[src/rtl/ad7671_conv_sequencer.sv]
// Conversion/readback engine for the four AD7671 ADCs: common convert start, BUSY wait,
// sequential CS_n/RD_n reads of U1..U4, results queued in a show-ahead FIFO for the host.
`timescale 1ns/1ps
module ad7671_conv_sequencer #(
   parameter int CNV_LOW_CYC  = 2,
   parameter int RD_LOW_CYC   = 3,
   parameter int BUSY_MIN_CYC = 4,
   parameter int BUSY_TMO_CYC = 256,
   parameter int FIFO_AW      = 4
) (
   input  logic               clk_i,
   input  logic               rst_n_i,
   input  logic               start_i,
   input  logic               cont_i,
   output logic               cnvst_n_o,
   input  logic [3:0]         busy_i,
   output logic [3:0]         cs_n_o,
   output logic               rd_n_o,
   input  logic [15:0]        db_i,
   input  logic               host_rd_i,
   output logic [15:0]        host_data_o,
   output logic               fifo_empty_o,
   output logic               fifo_full_o,
   output logic [FIFO_AW:0]   fifo_cnt_o,
   output logic               seq_busy_o,
   output logic               ovf_o,
   output logic               tmo_o,
   input  logic               clr_err_i
);

   localparam int CW = $clog2(BUSY_TMO_CYC + 1);
   localparam logic [CW-1:0] CNV_LAST = CW'(CNV_LOW_CYC);
   localparam logic [CW-1:0] RD_LAST  = CW'(RD_LOW_CYC);
   localparam logic [CW-1:0] BUSY_MIN = CW'(BUSY_MIN_CYC);
   localparam logic [CW-1:0] TMO_LAST = CW'(BUSY_TMO_CYC);
   localparam logic [FIFO_AW:0] FULL_CNT = (FIFO_AW + 1)'(2 ** FIFO_AW);

   typedef enum logic [2:0] {S_IDLE, S_CNV, S_WAIT, S_RD, S_GAP} state_t;

   state_t             state_q;
   logic [CW-1:0]      cnt_q;
   logic [1:0]         k_q;
   logic               cnvst_n_q;
   logic [3:0]         cs_n_q;
   logic               rd_n_q;
   logic               tmo_q;
   logic               ovf_q;
   logic [3:0]         busyMeta_q;
   logic [3:0]         busySync_q;
   logic [15:0]        mem_q [2**FIFO_AW];
   logic [FIFO_AW-1:0] wptr_q;
   logic [FIFO_AW-1:0] rptr_q;
   logic [FIFO_AW:0]   fcnt_q;
   logic [FIFO_AW:0]   fcnt_d;
   logic               push;
   logic               pushOk;
   logic               popOk;

   always_ff @(posedge clk_i or negedge rst_n_i) begin
      if (!rst_n_i) begin
         busyMeta_q <= 4'h0;
         busySync_q <= 4'h0;
      end else begin
         busyMeta_q <= busy_i;
         busySync_q <= busyMeta_q;
      end
   end

   // cnt_q keeps counting from the CNVST_n falling edge through CNV and WAIT,
   // and is reused as the low-cycle counter inside each read.
   always_ff @(posedge clk_i or negedge rst_n_i) begin
      if (!rst_n_i) begin
         state_q   <= S_IDLE;
         cnt_q     <= '0;
         k_q       <= 2'd0;
         cnvst_n_q <= 1'b1;
         cs_n_q    <= 4'hF;
         rd_n_q    <= 1'b1;
         tmo_q     <= 1'b0;
      end else begin
         tmo_q <= tmo_q & ~clr_err_i;
         case (state_q)
            S_IDLE: begin
               if (start_i) begin
                  state_q   <= S_CNV;
                  cnvst_n_q <= 1'b0;
                  cnt_q     <= CW'(1);
               end
            end
            S_CNV: begin
               if (cnt_q == CNV_LAST) begin
                  state_q   <= S_WAIT;
                  cnvst_n_q <= 1'b1;
               end
               cnt_q <= cnt_q + CW'(1);
            end
            S_WAIT: begin
               if ((cnt_q >= BUSY_MIN) && (busySync_q == 4'h0)) begin
                  state_q <= S_RD;
                  k_q     <= 2'd0;
                  cs_n_q  <= 4'b1110;
                  rd_n_q  <= 1'b0;
                  cnt_q   <= CW'(1);
               end else if (cnt_q == TMO_LAST) begin
                  state_q <= S_IDLE;
                  tmo_q   <= 1'b1;
                  cnt_q   <= '0;
               end else begin
                  cnt_q <= cnt_q + CW'(1);
               end
            end
            S_RD: begin
               if (cnt_q == RD_LAST) begin
                  state_q <= S_GAP;
                  cs_n_q  <= 4'hF;
                  rd_n_q  <= 1'b1;
               end else begin
                  cnt_q <= cnt_q + CW'(1);
               end
            end
            S_GAP: begin
               if (k_q == 2'd3) begin
                  if (cont_i) begin
                     state_q   <= S_CNV;
                     cnvst_n_q <= 1'b0;
                     cnt_q     <= CW'(1);
                  end else begin
                     state_q <= S_IDLE;
                  end
               end else begin
                  state_q <= S_RD;
                  k_q     <= k_q + 2'd1;
                  cs_n_q  <= ~(4'b0001 << (k_q + 2'd1));
                  rd_n_q  <= 1'b0;
                  cnt_q   <= CW'(1);
               end
            end
            default: state_q <= S_IDLE;
         endcase
      end
   end

   // DB is captured straight into the FIFO at the edge that ends the last low read cycle.
   assign push   = (state_q == S_RD) && (cnt_q == RD_LAST);
   assign popOk  = host_rd_i && (fcnt_q != '0);
   assign pushOk = push && ((fcnt_q != FULL_CNT) || popOk);

   always_comb begin
      fcnt_d = fcnt_q;
      if (pushOk && !popOk) begin
         fcnt_d = fcnt_q + (FIFO_AW + 1)'(1);
      end else if (!pushOk && popOk) begin
         fcnt_d = fcnt_q - (FIFO_AW + 1)'(1);
      end
   end

   always_ff @(posedge clk_i or negedge rst_n_i) begin
      if (!rst_n_i) begin
         wptr_q <= '0;
         rptr_q <= '0;
         fcnt_q <= '0;
         ovf_q  <= 1'b0;
      end else begin
         if (pushOk) wptr_q <= wptr_q + FIFO_AW'(1);
         if (popOk)  rptr_q <= rptr_q + FIFO_AW'(1);
         fcnt_q <= fcnt_d;
         ovf_q  <= (push && !pushOk) | (ovf_q & ~clr_err_i);
      end
   end

   always_ff @(posedge clk_i) begin
      if (pushOk) mem_q[wptr_q] <= db_i;
   end

   assign host_data_o  = (fcnt_q == '0) ? 16'h0000 : mem_q[rptr_q];
   assign fifo_empty_o = (fcnt_q == '0);
   assign fifo_full_o  = (fcnt_q == FULL_CNT);
   assign fifo_cnt_o   = fcnt_q;
   assign seq_busy_o   = (state_q != S_IDLE);
   assign ovf_o        = ovf_q;
   assign tmo_o        = tmo_q;
   assign cnvst_n_o    = cnvst_n_q;
   assign cs_n_o       = cs_n_q;
   assign rd_n_o       = rd_n_q;

endmodule

[config.mk]
export PLATFORM = sky130hd
export DESIGN_NAME = ad7671_conv_sequencer
export DESIGN_NICKNAME = d
export VERILOG_FILES = /design/src/rtl/ad7671_conv_sequencer.sv
export SDC_FILE = /design/constraint.sdc
export NUM_CORES = 1
export LEC_CHECK = 0
export CORE_MARGIN = 3
export CORE_UTILIZATION = 45
export DETAILED_ROUTE_END_ITERATION = 7
export PLACE_DENSITY = 0.6
export SLEW_MARGIN = 20
export SYNTH_ARGS = -nofsm -noshare
export SYNTH_HDL_FRONTEND = slang
export SYNTH_SLANG_ARGS = --single-unit
[constraint.sdc]
create_clock -name clk_i -period 6.2 [get_ports clk_i]
set_input_delay 0.62 -clock clk_i [delete_from_list [all_inputs] [get_ports clk_i]]
set_output_delay 0.62 -clock clk_i [all_outputs]
set_load 0.05 [all_outputs]
# Word-level counts from Yosys, hierarchy flattened
# Memory sizes are Yosys's and may differ from the RTL's.
# Cells that the tools add are included.
# W data, S select, Z words.
[word_totals]
regBits = 43
ram_bits = 256
out_inout_bits = 32
word_cells = 111
memories = 1
[mem_list]
columns = ["name", "words", "word_bits", "read_ports", "rd_clocked_by_memory_dff", "wr", "line_no", "rtl"]
rows = [
  ["mem_q", 16, 16, 1, 0, 1, "50", "logic [15:0] mem_q [2**FIFO_AW];"],
]
[op_classes]
n_addsub = 6
magnitude_cmp = 1
n_eq_ne = 20
shift = 1
mux = 39
bitwise = 5
reduce_logical = 25
[op_table]
columns = ["cell", "n"]
rows = [
  ["$mux W9", 6],
  ["$pmux W9 S5", 1],
  ["$eq A9 B2 Y1 const B", 2],
  ["$mux W3", 6],
  ["$mux W16", 1],
  ["$ne A2 B2 Y1 const B", 8],
  ["$pmux W3 S5", 1],
  ["$mux W1", 13],
  ["$mux W4", 3],
  ["$pmux W4 S3", 1],
  ["$reduce_and A4 Y1", 3],
  ["$mux W5", 2],
  ["$reduce_bool A5 Y1", 2],
  ["$add A9 B1 Y9 const B", 1],
  ["$eq A9 B9 Y1 const B", 1],
  ["$ge A9 B3 Y1 const B", 1],
  ["$reduce_bool A3 Y1", 3],
  ["$add A4 B1 Y4 const B", 2],
  ["$logic_and A1 B1 Y1", 7],
  ["$eq A3 B2 Y1 const B", 2],
  ["$ne A3 B3 Y1 const B", 2],
  ["$pmux W1 S3", 2],
  ["$add A5 B1 Y5 const B", 1],
  ["$eq A5 B5 Y1 const B", 1],
  ["21 further kinds", 25],
]

# Depth between registers and ports, before layout
[logic_depth]
ltp_word = 8
mapped_depth = 13
depth_no_buf = 13

# Least setup slack after synthesis
# OpenSTA, ideal clock, no wires.
[synth_timing]
path_kind = "register to register"
from = "register cnt_q[7]"
to = "memory mem_q[3][0] (enable)"
setup_ps = 430
arrival_ps = 2801
required_ps = 5770
slack_ps = 2969
path_stages_with_launch = 5
synth_period_minus_slack_ps = 3231
cell_sequence = "dfrtp_1 nor4_4 and4bb_2 o21ai_2 nor4_1"
[synth_between]
elab_chain_cells = 5
[synth_rtl]
columns = ["item", "line_no", "rtl"]
rows = [
  ["start, declared", "41", "logic [CW-1:0] cnt_q;"],
  ["start signal, assigned", "95", "cnt_q <= cnt_q + CW'(1);"],
  ["start signal, assigned", "109", "cnt_q <= cnt_q + CW'(1);"],
  ["start signal, assigned", "118", "cnt_q <= cnt_q + CW'(1);"],
  ["$eq A9 B2 Y1", "144", "assign push = (state_q == S_RD) && (cnt_q == RD_LAST);"],
  ["$logic_and A1 B1 Y1", "144", ""],
  ["$logic_and A1 B1 Y1", "146", "assign pushOk = push && ((fcnt_q != FULL_CNT) || popOk);"],
  ["$mux W1", "172", "if (pushOk) mem_q[wptr_q] <= db_i;"],
  ["$mux W1 (implied by the code)", "172", ""],
  ["end, declared", "50", ""],
]
# Every way passes these cells.

# Final worst setup path
[layout_timing]
from = "register rptr_q[1]"
to = "output port host_data_o[6]"
[layout_between]
elab_chain_cells = 2
[layout_rtl]
columns = ["item", "line_no", "rtl"]
rows = [
  ["start, declared", "52", "logic [FIFO_AW-1:0] rptr_q;"],
  ["start signal, assigned", "165", "if (popOk) rptr_q <= rptr_q + FIFO_AW'(1);"],
  ["$mem_v2 Z16 W16", "--", ""],
  ["$mux W16", "175", "assign host_data_o = (fcnt_q == '0) ? 16'h0000 : mem_q[rptr_q];"],
  ["end, declared", "21", "output logic [15:0] host_data_o,"],
]
# Every way passes these cells.

==> run summary <==
Outcome: complete, no violations
Fill cells: 2060
Dpl cell area: 13200 um^2
Clock group share of total power: 27.1%
FP Rows: 59
Post-synthesis instance total: 608
Slowest CP cell: dfrtp_2
Setup tns final: 0 ps
Crit-path max cell delay: 930 ps
Minimum clock period: 4480 ps
PD cells: 461 nW/um^2
CTS tree: yes
Synthesized flop and latch total: 299
Gr usage total: 17.7%
Core area: 26300 um^2
TritonCTS buffer count: 31
Initial antenna violation count: 0
WP buf/inv: 2
Initial DRC count: 368
Post-layout net count: 738
Number of synthesized flops with an enable pin: 256
First-pass GRT wire length: 38700 um
Total Wirelength: 25000 um
Switching Share: 33.3%
Worst hold path type: input port to async pin
Worst Setup EP: host_data_o[6]
Critical Path End Type: output pin
Diodes inserted: 0
Yosys cell types: 57
WP data arrival: 3860 ps
Pin count of the biggest net entering global routing: 44
Fin crit share: 72.3%
Ys Warns: 0
Hold slack: 234 ps
Setup CP Type: register to output pin
Commonest non-fill, non-tap cell in the layout: edfxtp_1
Register-to-register setup slack: 2840 ps
Post-synth top area share: 63.4%
Global route overflow: 0
Post-synthesis sequential area ratio: 72.3%
Power, Total: 0.00652 W
Per-cell routed wire length: 23.7 um
Skew-Pair Late Insertion Delay: 550 ps
DRC errors left: 0
Post-detail-place hpwl: 14100 um
Crit-path leading delay family: buffers and inverters
Cells on worst reg2reg path: 12
Layout area overhead: 16.6%
Pre-Repair DR Iteration Count: 4
Clock root buffer: clkbuf_16
Power Internal: 0.00435 W
Final design area excluding fillers: 14100 um^2
Async set or reset register ratio after synthesis: 14.4%
Hold-fix buffers at CTS: 0
Die span in y: 170 um
Setup crit start: rptr_q[1]
Clk_skew: 13.0 ps
CP Cell Sequence: buf_4 -> mux4_2 -> mux4_2 -> nor2b_1 -> clkdlybuf4s50_1
Clock Pin Slew Worst Setup and Hold Paths: 60 ps
Worst vdd ir: 0.328 mV
Max-slew violation count: 0
Starting Density: 46.2%
PortBufs: 57
Gpl congestion: 0.768
Vias/cell: 5.62
Logic pwr share: 34.3%
Clock sinks: 299
Final setup violation count: 0
Die area: 29000 um^2
Worst Path Required: 5580 ps
Ys flop type: edfxtp_1
Top Ports: 58
Worst-path maximum fanout: 35
R2r startpoint: state_q[2]
Share of layout cells above drive strength 1: 23.9%
Largest cells by area after synthesis: edfxtp_1, mux4_2, dfrtp_1
Post-CTS setup buffers: 0
Syn Nets: 652
Achievable Freq: 223 MHz
Vias: 5920
Headroom to the max-slew limit: 26.1%
Clock H-tree levels: 1
Post-synth top area cell: edfxtp_1
Slew @ Worst Pin: 1110 ps
Syn Std Cell Area: 12100 um^2
Critical path depth: 5
Final Hold Viols: 0
Vias in the first global route: 6455
Number of max-cap violations: 0
Most frequent cells in the layout: edfxtp_1, mux4_2, clkdlybuf4s50_1, dfrtp_1, clkbuf_16
Critical path launch point type: register
# resized after CTS: 0
Sequential power share: 38.6%
Average size of a mapped cell: 19.9 um^2
Most common cell on crit path: mux4_2
Reg2reg end: fifo_cnt_o[4]
Routed Antenna Nets: 0
RSZ-0062 raised after global routing: no
Net Switching: 0.00217 W
LEAKAGE: 4.79 nW
Deepest clock path buffer count: 3
Die W: 170 um
## power by group through the flow
stage          clock network [W]  logic (W)  registers [W]
3_5_place_dp                   0    0.00226        0.00256
3_3_place_gp                   0    0.00221        0.00255
2_1_floorplan                  0    0.00173        0.00246
4_1_cts                  0.00181    0.00227        0.00252
6_report                 0.00177    0.00224        0.00252
5_1_grt                  0.00189    0.00241        0.00254
## Yosys cell counts (2+ instances only)
library cell,number
a21oi_1,6
a221o_1,2
a22o_1,5
a311oi_1,2
and2_1,8
and3_1,6
and3b_1,2
buf_2,5
buf_6,6
clkbuf_1,12
dfrtp_1,37
dfstp_2,6
edfxtp_1,256
ha_1,17
inv_1,19
mux2_1,3
mux4_1,5
mux4_2,75
nand2_1,16
nand2b_1,4
nand3_1,12
nand3b_1,2
nand4_1,2
nor2_1,16
nor2_2,2
nor2b_1,19
nor2b_4,2
nor3b_2,2
nor4_1,6
o21a_1,2
o21ai_0,14
o22a_1,2
o22ai_1,2
or3_1,2
xnor2_1,6
xor2_1,4
## cell families after synthesis
group,synth area share (%)
AOI/OAI and AO/OA,2.47
xor gates and xnor gates,0.722
adders and majority gates,1.92
buffers and inverters,1.86
DFF,72.3
muxes,15.4
and+or+nand+nor,5.34
## sequential cells by signal (all words and copies together) (netlist names)
register / flops
cnvst_n_o: 1
wptr_q: 4
state_q: 3
mem_q: 256
tmo_o: 1
rd_n_o: 1
busySync_q: 4
ovf_o: 1
rptr_q: 4
cnt_q: 9
k_q: 2
cs_n_o: 4
fifo_cnt_o: 5
busyMeta_q: 4
## area by class of cell
class	instances	area, um^2	share of cell area [%]
Clock buffer	37	798	5.65
Clock inverter	21	179	1.27
Inverter	20	75.1	0.531
Multi-Input combinational cell	264	3170	22.4
Sequential cell	299	8780	62.1
Tap cell	335	419	2.96
Timing Repair Buffer	78	723	5.12
## how the worst min path moves through the flow
stage | from | slack, ps | cells past startpoint | to
floorplan | rst_n_i | 320 | 0 | busyMeta_q[0]
global placement | busyMeta_q[0] | 330 | 0 | busySync_q[0]
detailed placement | busyMeta_q[1] | 330 | 0 | busySync_q[1]
CTS | rst_n_i | 260 | 1 | wptr_q[2]
global route | rst_n_i | 300 | 1 | cnt_q[8]
finish | rst_n_i | 230 | 1 | cnt_q[8]
## per-stage QoR
step	utilization (%)	cells	setup WS, ps
after floorplan	-	608	2970
after global placement	50.1	996	2230
after detailed placement	50.1	996	2230
after CTS	53.8	1054	1630
after global routing	53.8	1054	1500
final	53.8	1054	1720
## routing by layer
| layer | GRT usage [%] | vias up | routed length (um) | part of all wire [%] |
|---|---|---|---|---|
| li1 | - | 2636 | - | - |
| met4 | 5.47 | 0 | 429 | 1.7 |
| met1 | 22.3 | 3117 | 9740 | 39 |
| met5 | 0 | - | 0 | 0 |
| met3 | 2.62 | 35 | 1220 | 4.9 |
| met2 | 31.9 | 132 | 13600 | 54 |
Power figures use the tool's default switching activity.
